File: src/rtl/multi_cycle_control_unit_if.sv
// Control/status bundle between the multi-cycle control unit (master) and the RV32I datapath (slave).
interface multi_cycle_control_unit_if;
  logic [6:0] opcode;
  logic       mem_ready;
  logic       bcond;
  logic       halt_req;

  logic       pc_write;
  logic [1:0] pc_source;
  logic       npc_write;
  logic       i_or_d;
  logic       mem_read;
  logic       mem_write;
  logic       ir_write;
  logic       alu_src_a;
  logic [1:0] alu_src_b;
  logic [1:0] alu_op;
  logic       reg_write;
  logic       mem_to_reg;
  logic       pc_to_reg;
  logic       instr_done;
  logic       is_halted;

  modport master (
    input  opcode, mem_ready, bcond, halt_req,
    output pc_write, pc_source, npc_write, i_or_d, mem_read, mem_write,
           ir_write, alu_src_a, alu_src_b, alu_op, reg_write, mem_to_reg,
           pc_to_reg, instr_done, is_halted
  );

  modport slave (
    output opcode, mem_ready, bcond, halt_req,
    input  pc_write, pc_source, npc_write, i_or_d, mem_read, mem_write,
           ir_write, alu_src_a, alu_src_b, alu_op, reg_write, mem_to_reg,
           pc_to_reg, instr_done, is_halted
  );
endinterface

File: src/rtl/multi_cycle_control_unit.sv
// IF/ID/EX/MEM/WB sequencer for the multi-cycle RV32I core with ready-handshake memory.
// Define ECALL_HALT_EN to let ECALL with halt_req park the core in HALT until reset.
module multi_cycle_control_unit (
  input  logic                              clk,
  input  logic                              reset_n,
  multi_cycle_control_unit_if.master        bus
);

  typedef enum logic [2:0] {
    S_IF   = 3'd0,
    S_ID   = 3'd1,
    S_EX   = 3'd2,
    S_MEM  = 3'd3,
    S_WB   = 3'd4,
    S_HALT = 3'd5
  } state_e;

  localparam logic [6:0] OP_LOAD    = 7'b0000011;
  localparam logic [6:0] OP_ARITH_I = 7'b0010011;
  localparam logic [6:0] OP_STORE   = 7'b0100011;
  localparam logic [6:0] OP_ARITH   = 7'b0110011;
  localparam logic [6:0] OP_BRANCH  = 7'b1100011;
  localparam logic [6:0] OP_JALR    = 7'b1100111;
  localparam logic [6:0] OP_JAL     = 7'b1101111;
  localparam logic [6:0] OP_ECALL   = 7'b1110011;

  state_e     state_q, state_d;
  logic       run_q, run_d;

  logic       npc_write_q, npc_write_d;
  logic       i_or_d_q, i_or_d_d;
  logic       mem_read_q, mem_read_d;
  logic       mem_write_q, mem_write_d;
  logic       alu_src_a_q, alu_src_a_d;
  logic [1:0] alu_src_b_q, alu_src_b_d;
  logic [1:0] alu_op_q, alu_op_d;
  logic       reg_write_q, reg_write_d;
  logic       mem_to_reg_q, mem_to_reg_d;
  logic       pc_to_reg_q, pc_to_reg_d;

  logic       ir_write;
  logic       pc_write;
  logic [1:0] pc_source;
  logic       instr_done;

  logic       op_load, op_store, op_alu, op_known;
  logic       halt_take;

  assign op_load  = (bus.opcode == OP_LOAD);
  assign op_store = (bus.opcode == OP_STORE);
  assign op_alu   = (bus.opcode == OP_ARITH) || (bus.opcode == OP_ARITH_I);
  assign op_known = op_load || op_store || op_alu ||
                    (bus.opcode == OP_BRANCH) || (bus.opcode == OP_JAL) ||
                    (bus.opcode == OP_JALR);

`ifdef ECALL_HALT_EN
  assign halt_take     = (bus.opcode == OP_ECALL) && bus.halt_req;
  assign bus.is_halted = (state_q == S_HALT);
`else
  logic halt_req_unused;
  assign halt_req_unused = bus.halt_req;
  assign halt_take       = 1'b0;
  assign bus.is_halted   = 1'b0;
`endif

  // run_q holds the FSM idle for the partial cycle between reset release and the first edge.
  always_comb begin
    run_d   = 1'b1;
    state_d = state_q;
    if (run_q) begin
      unique case (state_q)
        S_IF:   if (bus.mem_ready) state_d = S_ID;
        S_ID: begin
          if (halt_take)     state_d = S_HALT;
          else if (op_known) state_d = S_EX;
          else               state_d = S_IF;
        end
        S_EX: begin
          if (op_load || op_store) state_d = S_MEM;
          else if (op_alu)         state_d = S_WB;
          else                     state_d = S_IF;
        end
        S_MEM:  if (bus.mem_ready) state_d = op_load ? S_WB : S_IF;
        S_WB:   state_d = S_IF;
        S_HALT: state_d = S_HALT;
        default: state_d = S_IF;
      endcase
    end
  end

  // Opcode-only outputs are registered from the next state; IR is stable from ID onward.
  always_comb begin
    npc_write_d  = 1'b0;
    i_or_d_d     = 1'b0;
    mem_read_d   = 1'b0;
    mem_write_d  = 1'b0;
    alu_src_a_d  = 1'b0;
    alu_src_b_d  = 2'd0;
    alu_op_d     = 2'd0;
    reg_write_d  = 1'b0;
    mem_to_reg_d = 1'b0;
    pc_to_reg_d  = 1'b0;
    unique case (state_d)
      S_IF: mem_read_d = 1'b1;
      S_ID: begin
        npc_write_d = 1'b1;
        alu_src_b_d = 2'd1;
      end
      S_EX: begin
        unique case (bus.opcode)
          OP_ARITH: begin
            alu_src_a_d = 1'b1;
            alu_op_d    = 2'd2;
          end
          OP_ARITH_I: begin
            alu_src_a_d = 1'b1;
            alu_src_b_d = 2'd2;
            alu_op_d    = 2'd2;
          end
          OP_LOAD, OP_STORE: begin
            alu_src_a_d = 1'b1;
            alu_src_b_d = 2'd2;
          end
          OP_BRANCH: begin
            alu_src_a_d = 1'b1;
            alu_op_d    = 2'd1;
          end
          OP_JAL: begin
            reg_write_d = 1'b1;
            pc_to_reg_d = 1'b1;
          end
          OP_JALR: begin
            alu_src_a_d = 1'b1;
            alu_src_b_d = 2'd2;
            reg_write_d = 1'b1;
            pc_to_reg_d = 1'b1;
          end
          default: ;
        endcase
      end
      S_MEM: begin
        i_or_d_d    = 1'b1;
        mem_read_d  = op_load;
        mem_write_d = op_store;
      end
      S_WB: begin
        reg_write_d  = 1'b1;
        mem_to_reg_d = op_load;
      end
      default: ;
    endcase
  end

  // Outputs that react to mem_ready, bcond or the freshly decoded opcode in the same cycle.
  always_comb begin
    ir_write   = 1'b0;
    pc_write   = 1'b0;
    pc_source  = 2'd0;
    instr_done = 1'b0;
    unique case (state_q)
      S_IF: ir_write = run_q && bus.mem_ready;
      S_ID: begin
        if (!halt_take && !op_known) begin
          pc_write   = 1'b1;
          instr_done = 1'b1;
        end
      end
      S_EX: begin
        unique case (bus.opcode)
          OP_BRANCH: begin
            pc_write   = 1'b1;
            pc_source  = bus.bcond ? 2'd2 : 2'd1;
            instr_done = 1'b1;
          end
          OP_JAL: begin
            pc_write   = 1'b1;
            pc_source  = 2'd2;
            instr_done = 1'b1;
          end
          OP_JALR: begin
            pc_write   = 1'b1;
            instr_done = 1'b1;
          end
          default: ;
        endcase
      end
      S_MEM: begin
        if (bus.mem_ready && op_store) begin
          pc_write   = 1'b1;
          pc_source  = 2'd1;
          instr_done = 1'b1;
        end
      end
      S_WB: begin
        pc_write   = 1'b1;
        pc_source  = 2'd1;
        instr_done = 1'b1;
      end
      default: ;
    endcase
  end

  always_ff @(posedge clk or negedge reset_n) begin
    if (!reset_n) begin
      state_q      <= S_IF;
      run_q        <= 1'b0;
      npc_write_q  <= 1'b0;
      i_or_d_q     <= 1'b0;
      mem_read_q   <= 1'b0;
      mem_write_q  <= 1'b0;
      alu_src_a_q  <= 1'b0;
      alu_src_b_q  <= '0;
      alu_op_q     <= '0;
      reg_write_q  <= 1'b0;
      mem_to_reg_q <= 1'b0;
      pc_to_reg_q  <= 1'b0;
    end else begin
      state_q      <= state_d;
      run_q        <= run_d;
      npc_write_q  <= npc_write_d;
      i_or_d_q     <= i_or_d_d;
      mem_read_q   <= mem_read_d;
      mem_write_q  <= mem_write_d;
      alu_src_a_q  <= alu_src_a_d;
      alu_src_b_q  <= alu_src_b_d;
      alu_op_q     <= alu_op_d;
      reg_write_q  <= reg_write_d;
      mem_to_reg_q <= mem_to_reg_d;
      pc_to_reg_q  <= pc_to_reg_d;
    end
  end

  assign bus.pc_write   = pc_write;
  assign bus.pc_source  = pc_source;
  assign bus.ir_write   = ir_write;
  assign bus.instr_done = instr_done;
  assign bus.npc_write  = npc_write_q;
  assign bus.i_or_d     = i_or_d_q;
  assign bus.mem_read   = mem_read_q;
  assign bus.mem_write  = mem_write_q;
  assign bus.alu_src_a  = alu_src_a_q;
  assign bus.alu_src_b  = alu_src_b_q;
  assign bus.alu_op     = alu_op_q;
  assign bus.reg_write  = reg_write_q;
  assign bus.mem_to_reg = mem_to_reg_q;
  assign bus.pc_to_reg  = pc_to_reg_q;

endmodule

File: src/flat_wrapper.sv
// flat-port wrapper written by rule: the top's interface ports become plain ports
module multi_cycle_control_unit_flat 
  (clk, reset_n, bus_opcode, bus_mem_ready, bus_bcond, bus_halt_req, bus_pc_write, bus_pc_source, bus_npc_write, bus_i_or_d, bus_mem_read, bus_mem_write, bus_ir_write, bus_alu_src_a, bus_alu_src_b, bus_alu_op, bus_reg_write, bus_mem_to_reg, bus_pc_to_reg, bus_instr_done, bus_is_halted);
  multi_cycle_control_unit_if bus_i ();
  input  logic clk;
  input  logic reset_n;
  input wire logic [$bits(bus_i.opcode)-1:0] bus_opcode;
  input wire logic [$bits(bus_i.mem_ready)-1:0] bus_mem_ready;
  input wire logic [$bits(bus_i.bcond)-1:0] bus_bcond;
  input wire logic [$bits(bus_i.halt_req)-1:0] bus_halt_req;
  output wire logic [$bits(bus_i.pc_write)-1:0] bus_pc_write;
  output wire logic [$bits(bus_i.pc_source)-1:0] bus_pc_source;
  output wire logic [$bits(bus_i.npc_write)-1:0] bus_npc_write;
  output wire logic [$bits(bus_i.i_or_d)-1:0] bus_i_or_d;
  output wire logic [$bits(bus_i.mem_read)-1:0] bus_mem_read;
  output wire logic [$bits(bus_i.mem_write)-1:0] bus_mem_write;
  output wire logic [$bits(bus_i.ir_write)-1:0] bus_ir_write;
  output wire logic [$bits(bus_i.alu_src_a)-1:0] bus_alu_src_a;
  output wire logic [$bits(bus_i.alu_src_b)-1:0] bus_alu_src_b;
  output wire logic [$bits(bus_i.alu_op)-1:0] bus_alu_op;
  output wire logic [$bits(bus_i.reg_write)-1:0] bus_reg_write;
  output wire logic [$bits(bus_i.mem_to_reg)-1:0] bus_mem_to_reg;
  output wire logic [$bits(bus_i.pc_to_reg)-1:0] bus_pc_to_reg;
  output wire logic [$bits(bus_i.instr_done)-1:0] bus_instr_done;
  output wire logic [$bits(bus_i.is_halted)-1:0] bus_is_halted;
  assign bus_i.opcode = bus_opcode;
  assign bus_i.mem_ready = bus_mem_ready;
  assign bus_i.bcond = bus_bcond;
  assign bus_i.halt_req = bus_halt_req;
  assign bus_pc_write = bus_i.pc_write;
  assign bus_pc_source = bus_i.pc_source;
  assign bus_npc_write = bus_i.npc_write;
  assign bus_i_or_d = bus_i.i_or_d;
  assign bus_mem_read = bus_i.mem_read;
  assign bus_mem_write = bus_i.mem_write;
  assign bus_ir_write = bus_i.ir_write;
  assign bus_alu_src_a = bus_i.alu_src_a;
  assign bus_alu_src_b = bus_i.alu_src_b;
  assign bus_alu_op = bus_i.alu_op;
  assign bus_reg_write = bus_i.reg_write;
  assign bus_mem_to_reg = bus_i.mem_to_reg;
  assign bus_pc_to_reg = bus_i.pc_to_reg;
  assign bus_instr_done = bus_i.instr_done;
  assign bus_is_halted = bus_i.is_halted;
  multi_cycle_control_unit u_core (.clk(clk), .reset_n(reset_n), .bus(bus_i));
endmodule
File: config.mk
export PLATFORM = sky130hd
export DESIGN_NAME = multi_cycle_control_unit_flat
export DESIGN_NICKNAME = d
export VERILOG_FILES = /design/src/rtl/multi_cycle_control_unit_if.sv /design/src/rtl/multi_cycle_control_unit.sv /design/src/flat_wrapper.sv
export SDC_FILE = /design/constraint.sdc
export NUM_CORES = 1
export LEC_CHECK = 0
export CAP_MARGIN = 0
export CORE_ASPECT_RATIO = 1.1
export CORE_MARGIN = 2
export CORE_UTILIZATION = 24
export CTS_BUF_LIST = sky130_fd_sc_hd__clkbuf_4
export DETAILED_ROUTE_END_ITERATION = 10
export PLACE_DENSITY_LB_ADDON = 0.25
export SYNTH_ARGS = -nofsm -noshare
export SYNTH_HDL_FRONTEND = slang
export SYNTH_SLANG_ARGS = --single-unit
export TNS_END_PERCENT = 100
File: constraint.sdc
create_clock -name clk -period 4.51 [get_ports clk]
set_input_delay 0.451 -clock clk [delete_from_list [all_inputs] [get_ports clk]]
set_output_delay 0.451 -clock clk [all_outputs]
set_load 0.01 [all_outputs]
**After elaboration in Yosys (flattened, before gate mapping)**

Cells that the tools add are included.
W data, S select, Z words.

- Equality and inequality tests: 16
- Multiplexer cells: 31
- Reductions and logical operators: 15

Operators with widths:

| cell | number |
|---|---|
| $eq A7 B7 Y1 const B | 3 |
| $mux W3 | 6 |
| $pmux W3 S5 | 1 |
| $eq A7 B6 Y1 const B | 2 |
| $mux W1 | 13 |
| $eq A3 B2 Y1 const B | 4 |
| $pmux W2 S2 | 3 |
| $eq A3 B3 Y1 const B | 3 |
| $mux W2 | 4 |
| $eq A7 B2 Y1 const B | 1 |
| $eq A7 B5 Y1 const B | 1 |
| $eq A3 B1 Y1 const B | 2 |
| $logic_not A3 Y1 | 2 |
| $logic_or A1 B1 Y1 | 6 |
| $pmux W2 S3 | 1 |
| $reduce_or A6 Y1 | 1 |
| $pmux W1 S2 | 2 |
| $pmux W1 S4 | 1 |
| $reduce_or A2 Y1 | 2 |
| $reduce_or A4 Y1 | 1 |
| $reduce_or A3 Y1 | 1 |
| $logic_and A1 B1 Y1 | 2 |

- Register bits: 16
- Bits of input ports: 12
- Output and inout bits: 18
- Logic and storage cells: 74

**Longest topological paths before layout**

- Depth in word-level cells: 11
- Mapped depth: 8
- Mapped depth without buffers: 6

**Worst setup path after synthesis**

OpenSTA, ideal clock, no wires.

- Path type: input to output
- Start: input bus_opcode[4]
- End: output bus_pc_write
- Arrival: 1.871 ns
- Data required time: 4.059 ns
- Setup slack: 2.188 ns
- Stages: 7
- Path buffers: 2
- Path through: buf_2 > nor2b_1 > and4_1 > o32ai_1 > a2111oi_0 > a21oi_1 > buf_4

- Cells in the longest elaborated chain, start to end: 8
- Elaborated cells between the ends (all ways): 19
- Those cells by class: 7 x eq/ne; 4 x mux; 8 x reduce/logical

Ends and longest elaborated chain:

| what | RTL line | text |
|---|---|---|
| start: declaration | flat_wrapper.sv:7 | `input wire logic [$bits(bus_i.opcode)-1:0] bus_opcode;` |
| $eq A7 B2 Y1 (tied with other cells) | multi_cycle_control_unit.sv:49 | `assign op_load = (bus.opcode == OP_LOAD);` |
| $logic_or A1 B1 Y1 (on tied branches) | multi_cycle_control_unit.sv:52, multi_cycle_control_unit.sv:51 |  |
| $logic_or A1 B1 Y1 (2 in a row) | multi_cycle_control_unit.sv:52 | `assign op_known = op_load \|\| op_store \|\| op_alu \|\|` |
| $logic_or A1 B1 Y1 (2 in a row) | multi_cycle_control_unit.sv:53 | `(bus.opcode == OP_BRANCH) \|\| (bus.opcode == OP_JAL) \|\|` |
| $mux W1 | -- |  |
| $pmux W1 S4 (*) | -- |  |
| end: declaration | flat_wrapper.sv:11 | `output wire logic [$bits(bus_i.pc_write)-1:0] bus_pc_write;` |

Every way passes the cells marked *; elsewhere a longest branch is shown, timed or not.

**Worst setup path in the final report**

- Start: input bus_opcode[4]
- End: output bus_instr_done

- Cells in the longest elaborated chain, start to end: 8
- Elaborated cells between the ends (all ways): 19
- Those cells by class: 7 x eq/ne; 4 x mux; 8 x reduce/logical

Ends and longest elaborated chain:

| what | RTL line | text |
|---|---|---|
| $eq A7 B2 Y1 (tied with other cells) | multi_cycle_control_unit.sv:49 |  |
| $logic_or A1 B1 Y1 (on tied branches) | multi_cycle_control_unit.sv:52, multi_cycle_control_unit.sv:51 |  |
| $logic_or A1 B1 Y1 (2 in a row) | multi_cycle_control_unit.sv:52 |  |
| $logic_or A1 B1 Y1 (2 in a row) | multi_cycle_control_unit.sv:53 |  |
| $mux W1 | multi_cycle_control_unit.sv:163 | `if (!halt_take && !op_known) begin` |
| $pmux W1 S4 (*) | multi_cycle_control_unit.sv:160 | `unique case (state_q)` |
| end: declaration | flat_wrapper.sv:24 | `output wire logic [$bits(bus_i.instr_done)-1:0] bus_instr_done;` |

Marked as above.

==> metrics.cfg <==
[placement]
gp_routability_congestion = 0.8950
numPlacedInstances = 171
place_hpwl_mm = 1.660
io_buffer_count = 27

[grt]
overflow = 0
antenna_found_initial = 0
grt_pass1_wl_mm = 3.795
first_global_vias = 820
maximum_number_of_pins_on_one_net_before_global_route_repair = 16
grt.total_usage_pct = 10.84

[timing]
layout_worst_path_cycle_share_pct = 78.49
max_freq_mhz = 282.5
max_slew.worst_pin.slew_ns = 0.7919
number_of_hold_violations_in_the_final_report = 0
slew_violations = 0
tmin_final_ns = 3.540
slew_headroom_pct = 46.49
grt_setup_unrepaired = no
finalSetupTns_ns = 0
setup_viol_count_final = 0
finClkSkew_ns = 0.006484

[critical_path]
crit_path_end_kind = output pin
worstPathMaxFanout = 9
setup.worst_path.class = input pin to output pin
worst_ep_required_time_ns = 4.06
critPathArrivalTime_ns = 3.09
critical_path.startpoint_type = input pin
r2r-start = u_core.state_q[0]
rr_worst_depth = 6
reg2reg_to = u_core.bus.mem_read
ff2ff_setup_slack_ns = 2.20

[floorplanning]
die-area_um2 = 4410
top_level_ports = 30
initial_core_util_pct = 25.37
die_y_um = 69.45
core_um2 = 3684
chipWidth_um = 63.50
rows = 23

[pwr]
power_density_nw_per_um2 = 246.0
pwr-share-comb_pct = 25.9
irDropWorstVdd_mv = 0.07926
p_leak_uw = 0.0004747
netSwitchingFraction_pct = 27.69
pwr-share-clk_pct = 25.6
power.total_uw = 304.4
net-switching-power_uw = 84.30
pwr-share-seq_pct = 48.5
power.internal_uw = 220.1

[synth]
synth_area_um2 = 934.6
synth_area_per_cell_um2 = 8.987
yosys_register_bits = 15
synth_top_cell_by_area = dfrtp_1
synth_cells = 104
netlist_top_cells_area = dfrtp_1 (40%), nor4_1 (5.4%), buf_4 (4.0%)
synth-edff-count = 0
post-synth-top-area-fraction_pct = 40.16
post_synthesis_net_count = 116
yosys_most_used_dff = dfrtp_1
synth.lib_cells_used.distinct = 39
ys_seq_area_share_pct = 40.16
async_flop_share_pct = 100.0
synth_warnings = 0

[run]
maxCapViolCount = 0

[clock_tree]
tritoncts = built
buffer_cell_driving_the_clock_tree_root = clkbuf_4
cts_hold_buf = 0
latest_clock_arrival_within_the_worst_skew_pair_ns = 0.27
numCtsBuffers = 3
clock_tree.htree_level_count = 1
postCtsSetupRepairBufs = 0
cts.clk_slew.worst_paths_ns = 0.08
cts_repair_resize_count = 0
clk_path_buf_depth = 2
clock-sinks = 15

[detailed_routing]
drt-vias-per-instance = 4.760
drt_iter0_markers = 19
ant_nets = 0
detail_route.first_pass.iterations = 4
detail_route.wl_per_cell_um = 12.54
finalWirelength_mm = 2.194
drc = 0
route.vias.total = 833

[hold_path]
hold_path_class = input pin to async pin

[cells_and_area]
finalNetCount = 138
synthesis_to_layout_area_growth_pct = 32.40
post_route_cells_drive_above_1_share_pct = 9.600
layout.cells.non_filler = 175
layout_commonest_cell = clkdlybuf4s50_1
most-common-layout-cells = clkdlybuf4s50_1 (27), dfrtp_1 (15), nor4_1 (8), nor2_1 (7), nand2_1 (7)
antenna_cells_inserted = 0
largest_register_ffs = 3
max_flop_register = u_core.state_q

[run_status]
status = complete, no violations

==> layer usage <==
metal	vias up	part of all wire (%)	GRT usage [%]
met2	25	48	16.73
met3	4	3.1	1.623
li1	416	-	-
met1	388	47	13.97
met4	0	2.4	7.005
met5	-	0	0
==> cells in the mapped netlist (2+ instances only) <==
cell type	n
inv_1	5
a21oi_1	6
buf_4	5
nor3_1	5
nor4_1	8
and3_1	2
dfrtp_1	15
nor2_1	7
conb_1	2
clkbuf_1	2
o32ai_1	2
and2b_1	2
buf_2	3
nor4bb_1	2
nand2_1	7
o22ai_1	2
nand3_1	2
and2_1	2
nand4_1	2
nand2b_1	3
o21ai_0	2
==> per-stage QoR <==
step / hold slack, ns / setup WS, ns / util [%] / area, um2
final: 0.5673 / 0.9700 / 33.59 / 1237
after global routing: 0.6187 / 0.8198 / 33.59 / 1237
after CTS: 0.5807 / 0.9896 / 33.59 / 1237
after detailed placement: 0.6982 / 0.9960 / 32.78 / 1207
after global placement: 0.7125 / 1.071 / 32.78 / 1207
after floorplan: 0.1554 / 2.188 / - / 934.6
==> power groups by stage <==
stage | sequential, uW | clock (uW) | combinational, uW
2_1_floorplan | 147 | 0 | 48.1
3_3_place_gp | 150 | 0 | 78.0
3_5_place_dp | 150 | 0 | 78.8
4_1_cts | 147 | 81.5 | 79.4
5_1_grt | 149 | 87.7 | 86.1
6_report | 148 | 78.0 | 78.7
==> critical path: stages <==
cell             delay, ns
clkdlybuf4s50_1       0.55
nor2b_1               0.43
and4_1                0.32
o32ai_1               0.11
a2111oi_0             0.59
a21oi_1               0.12
clkdlybuf4s50_1       0.51
==> worst max-delay path by stage <==
| stage | startpoint | endpoint | slack [ns] |
|---|---|---|---|
| final | bus_opcode[4] | bus_instr_done | 0.97 |
| after floorplan | bus_opcode[4] | bus_pc_write | 2.19 |
| after global placement | bus_opcode[4] | bus_pc_write | 1.07 |
| after detailed placement | bus_opcode[0] | bus_instr_done | 1.0 |
| after CTS | bus_opcode[4] | bus_instr_done | 0.99 |
| after global routing | bus_opcode[4] | bus_instr_done | 0.82 |
==> cell families (layout without fill, tap and decap cells) <==
kind of cell    after synthesis  after routing  synth area share [%]
simple gates                 51             51                 33.33
mux                           2              2                 2.811
flops                        15             15                 40.16
buf+inv                      16             37                 9.104
other cells                   2              2                0.8035
compound gates               18             18                 13.79
==> layout make-up <==
type	count	area (um2)
clock buffers	4	30.03
fillers	408	2446
inverters	6	25.02
multi-input cells	73	474.2
flip-flops and latches	15	375.4
well taps	50	62.56
repair buffers	27	270.3
Note: power is estimated with default switching activity, not from simulation.
==> patch 1: new RTL, same flow settings <==
The 6 states of `state_e` get a one-hot encoding in 6 bits.
--- a/src/rtl/multi_cycle_control_unit.sv
+++ b/src/rtl/multi_cycle_control_unit.sv
@@ -6,13 +6,13 @@
   multi_cycle_control_unit_if.master        bus
 );
 
-  typedef enum logic [2:0] {
-    S_IF   = 3'd0,
-    S_ID   = 3'd1,
-    S_EX   = 3'd2,
-    S_MEM  = 3'd3,
-    S_WB   = 3'd4,
-    S_HALT = 3'd5
+  typedef enum logic [5:0] {
+    S_IF   = 6'b000001,
+    S_ID   = 6'b000010,
+    S_EX   = 6'b000100,
+    S_MEM  = 6'b001000,
+    S_WB   = 6'b010000,
+    S_HALT = 6'b100000
   } state_e;
 
   localparam logic [6:0] OP_LOAD    = 7'b0000011;
Formal check against the unedited RTL: same outputs for any inputs over 10 cycles, from zero or initial values and one cycle with reset_n low; not proved beyond that.
==> patch 1 against the unedited design <==
Synthesized area up 28%. Worst setup slack better by 0.42 ns. Via count up 24%. First-iteration DRC count up 130%. Sequential cell count up 4. Count of clock-buffer cells in the layout unchanged. Wire length up 32%. Total power up 84%. Synthesized cell count up 22%. Critical path depth unchanged. Design area up 24%.
==> patch 1: results (changes against the unedited design) <==
| Metric | Value |
|---|---|
| Slowest-stage cell, CP | `clkdlybuf4s50_1` |
| Reg-to-Reg End | `u_core.bus.alu_src_b[0]$_DFF_PN0_` |
| Post-DP HPWL | `2270 µm (+37%)` |
| Worst-path clk slew | `0.10 ns (+0.02 ns)` |
| Top post-synthesis cells by area | `dfrtp_1, nor3_1, nand2_1` |
| Cell variety after synth | `50 (+28%)` |
| Global-route wire length before repair | `4960 µm (+31%)` |
| Max FFs per register | `6 (+3)` |
| Placed instance area | `1510 µm² (+25%)` |
| Worst Hold Slack | `0.614 ns (+0.0465 ns)` |
| Int Power | `0.000351 W (+60%)` |
| GPL Wtd Cong | `0.771 (-14%)` |
| Critical-path maximum fanout | `7 (-2)` |
| Vias | `1,029 (+24%)` |
| Synth top cells by count | `dfrtp_1, nand2_1, nor3_1` |
| DR iter-0 viols | `43 (+24)` |
| Clock skew | `0.00618 ns (-0.000301 ns)` |
| VDD IR max | `0.115 mV (+45%)` |
| Pre-CTS WS | `1.41 ns (+0.416 ns)` |
| Run status | `finished clean` |
| Worst r2r src | `u_core.run_q$_DFF_PN0_` |
| Register area share after synthesis | `39.9% (-0.27 points)` |
| Compound-cell area share of the yosys netlist | `15.7% (+1.9 points)` |
| Worst Max-Slew Pin Slew | `0.810 ns (+0.0185 ns)` |
| Cell Count Post-Placement | `205 (+20%)` |
| Layout cell share with drive strength beyond 1 | `14.4% (+4.8 points)` |
| Final worst-path cycle share | `69.2% (-9.3 points)` |
| Net Count, Synth | `139 (+20%)` |
| DRT Wirelength | `2910 µm (+32%)` |
| Pleak | `0.587 nW (+24%)` |
| Routed wire per std cell | `13.9 µm (+11%)` |
| Synthesized area per cell | `9.41 µm² (+4.7%)` |
| Largest net degree at the start of global routing | `20 (+4)` |
| Flop2flop setup slack | `2.13 ns (-0.07 ns)` |
| Nets@finish | `166 (+20%)` |
==> patch 1: cell types whose count changed after synthesis, sizes merged, moves of 4 or more <==
cell | before | now
nor4 | 9 | 5
nor2 | 7 | 11
nand2 | 7 | 13
buf | 8 | 4
nor3 | 5 | 11
==> patch 1: power groups by stage <==
stage / registers [W] / clock network (W) / logic [W]
2_1_floorplan: 0.000221 / 0 / 0.000174
3_3_place_gp: 0.000220 / 0 / 0.000252
3_5_place_dp: 0.000221 / 0 / 0.000254
4_1_cts: 0.000218 / 0.0000956 / 0.000256
5_1_grt: 0.000223 / 0.000105 / 0.000277
6_report: 0.000218 / 0.0000888 / 0.000252
==> patch 1: cell families (layout without fill, tap and decap cells) <==
family                    count (synthesis)  after routing
and+or+nand+nor                          67             67
muxes                                     2              2
AOI/OAI and AO/OA                        23             23
DFF                                      19             19
buffers and inverters                    13             39
xor gates and xnor gates                  1              1
other                                     2              2
==> patch 1: per-layer routing <==
layer | routed length [µm] | vias up | global-route usage, % | share of wire [%]
met4 | 39 | 0 | 3.02 | 1.3
met1 | 1250 | 482 | 13.4 | 43
li1 | - | 508 | - | -
met3 | 191 | 4 | 3.51 | 6.6
met2 | 1420 | 35 | 18.5 | 49
met5 | 0 | - | 0 | 0
==> patch 1: cell type report <==
cell class                      count  area (µm²)
Inverter                            8        30.0
Tap cell                           56        70.1
Sequential cell                    19         477
Timing Repair Buffer               27         270
Multi-Input combinational cell     95         661
Fill cell                         489        3180
Clock buffer                        4        30.0
==> patch 1: worst reg2reg max path: stages, from the launching register on <==
cell	delay (ns)
dfrtp_1	0.65
or4bb_1	0.52
nor3_1	0.15
nor4_1	0.10
a211oi_4	0.44
nand3_4	0.17
nor4b_2	0.27
==> patch 2: new RTL, same flow settings <==
Made on the original files. Add a define of `ECALL_HALT_EN`.
--- a/src/rtl/multi_cycle_control_unit.sv
+++ b/src/rtl/multi_cycle_control_unit.sv
@@ -1,5 +1,7 @@
 // IF/ID/EX/MEM/WB sequencer for the multi-cycle RV32I core with ready-handshake memory.
 // Define ECALL_HALT_EN to let ECALL with halt_req park the core in HALT until reset.
+`define ECALL_HALT_EN
+
 module multi_cycle_control_unit (
   input  logic                              clk,
   input  logic                              reset_n,
Function: changed (Yosys sat finds a counterexample within 4 cycles, from zero or initial values and one cycle with reset_n low).
==> patch 2 against the unedited design <==
Count of clock-buffer cells in the layout decreased by 1. Synthesized area down 3.1%. Die area down 2.9%. Worst hold slack got worse by 0.0010 ns. Worst setup slack improved by 0.49 ns. Design area up 0.51%. Cell count increased by 4.6%. Wire length is 2.1% higher. Sequential cell count is the same. Synthesized cell count increased by 3.8%. Critical path type unchanged. Largest cell class unchanged.
Power is not compared: it rests on default switching activity, and its combinational part moved more than twofold at a synthesized area within 25%.
==> patch 2: results (changes against the unedited design) <==
| Metric | Value |
|---|---|
| Grt met1 use | `12.5% (-1.5 points)` |
| Maximum clock insertion buffer count | `2 (unchanged)` |
| Worst slew margin | `55.8% (+9.3 points)` |
| DRT Wirelength | `2240 µm (+2.1%)` |
| Global Route met2 Usage | `21.2% (+4.5 points)` |
| Min-Delay Path Class | `input port to async pin` |
| Routed wire per std cell | `12.2 µm (-2.4%)` |
| Flop2flop setup slack | `2.62 ns (+0.42 ns)` |
| Worst r2r src | `u_core.state_q[0]$_DFF_PN0_` |
| Leading register cell type out of synthesis | `dfrtp_1` |
| Worst EP arrival | `2.59 ns (-0.50 ns)` |
| Post-CTS Setup Bufs | `0 (unchanged)` |
| Worst Hold Slack | `0.566 ns (-0.00103 ns)` |
| Ys async rst share | `100% (unchanged)` |
| Worst-path clk slew | `~0.090 ns` |
| Top post-synthesis cells by area | `dfrtp_1, nor2_1, nand2_1` |
| Net Count, Synth | `120 (+3.4%)` |
| Synth top cells by count | `nor2_1, dfrtp_1, nand2_1` |
| VDD IR max | `roughly 0.098 mV` |
| Ant diodes | `0 (unchanged)` |
| Max FFs per register | `3 (unchanged)` |
| Run status | `finished clean` |
| Placed instance area | `1220 µm² (+0.73%)` |
| Number of global-route vias before repair | `827 (+0.85%)` |
| Final Critical Period | `3.05 ns (-0.494 ns)` |
| Worst path max stage delay | `0.68 ns (+0.09 ns)` |
| Largest net degree at the start of global routing | `16 (unchanged)` |
| Register area share after synthesis | `41.4% (+1.3 points)` |
| Layout cell share with drive strength beyond 1 | `8.27% (-1.3 points)` |
| H-tree levels | `1 (unchanged)` |
| Pre-CTS WS | `1.47 ns (+0.470 ns)` |
| Slowest-stage cell, CP | `clkdlybuf4s50_1` |
| Global-route wire length before repair | `3770 µm (-0.74%)` |
| Clock skew | `0.000659 ns (-0.00583 ns)` |
| Largest register by flop count | `u_core.state_q` |
| Pleak | `0.493 nW` |
| Synthesized area per cell | `8.39 µm² (-6.7%)` |
| GR Layer Usage met3 | `2.80% (+1.2 points)` |
| Routed vias/inst | `4.82 (+1.3%)` |
| Worst skew pair latency | `about 0.28 ns` |
| Nets@finish | `146 (+5.8%)` |
| Initial antenna violation count | `0 (unchanged)` |
| Cts repair resizes | `0 (unchanged)` |
| Port bufs | `29 (+7.4%)` |
| Filler cells | `401 (-1.7%)` |
| DR iter-0 viols | `26 (+7)` |
| Clock root buffer | `clkbuf_4` |
| Cell variety after synth | `36 (-7.7%)` |
| GRT Resource Usage Total | `11.2% (+0.34 points)` |
| Post-DP HPWL | `1750 µm (+5.6%)` |
| Synth warn | `0 (unchanged)` |
| Reg-to-Reg End | `u_core.bus.mem_read$_DFF_PN0_` |
| Number of CTS-inserted buffers | `3 (unchanged)` |
| GPL Wtd Cong | `0.872 (-2.6%)` |
| Critical-path maximum fanout | `10 (+1)` |
| R2R depth | `6 (unchanged)` |
| 1st-pass router iterations | `4 (unchanged)` |
| Critical Path Start | `bus_opcode[6]` |
==> patch 2: cell types whose count changed in the layout (fill, tap and decap cells not counted), sizes merged, moves of 3 or more <==
| cell | before | now |
|---|---|---|
| nor2 | 7 | 17 |
| nor4 | 9 | 0 |
| nand2 | 7 | 12 |
| inv | 6 | 3 |
==> patch 2: cell families (layout without fill, tap and decap cells) <==
family,Yosys count,in the layout,synth area share (%)
AO/OA/AOI/OAI,21,21,17.7
buffers and inverters,11,36,5.94
AND/OR/NAND/NOR,60,60,34.5
other,1,1,0.414
flip-flops,15,15,41.4
==> patch 2: worst max path at each step <==
| stage | endpoint | slack (ns) | cells past startpoint |
|---|---|---|---|
| floorplan | bus_pc_write | 2.34 | 7 |
| global placement | bus_pc_write | 1.46 | 7 |
| detailed placement | bus_pc_write | 1.47 | 7 |
| CTS | bus_pc_write | 1.47 | 7 |
| global route | bus_instr_done | 1.38 | 7 |
| finish | bus_pc_write | 1.46 | 7 |
==> patch 2: area by class of cell <==
cell class,instances,area share [%]
multi-input combinational,82,38.3
sequential,15,30.2
timing repair buffer,29,23.3
tap,50,5.03
clock buffer,3,1.81
inverter,3,0.905
clock inverter,1,0.402
==> patch 2: routing by layer <==
layer	wire (µm)	part of all wire (%)
met4	10	0.45
met1	1030	46
met2	1120	50
met3	88	3.9
met5	0	0
==> patch 2: through the flow <==
step / power, W / util [%]
floorplan: 0.000295 / -
global placement: 0.000367 / 33.5
detailed placement: 0.000365 / 33.5
CTS: 0.000446 / 34.3
global route: 0.000471 / 34.3
finish: 0.000441 / 34.3
==> patch 2: power by group <==
part / total (W) / internal [W] / switching, W
registers: 0.000176 / 0.000152 / 0.0000244
clock network: 0.0000772 / 0.0000329 / 0.0000443
logic: 0.000188 / 0.0000973 / 0.0000906
==> patch 2: worst max-delay path: cells and delay by family <==
family,cells,cell delay [ns]
buffers and inverters,2,1.18
AOI/OAI and AO/OA,1,0.13
and+or+nand+nor,4,0.82
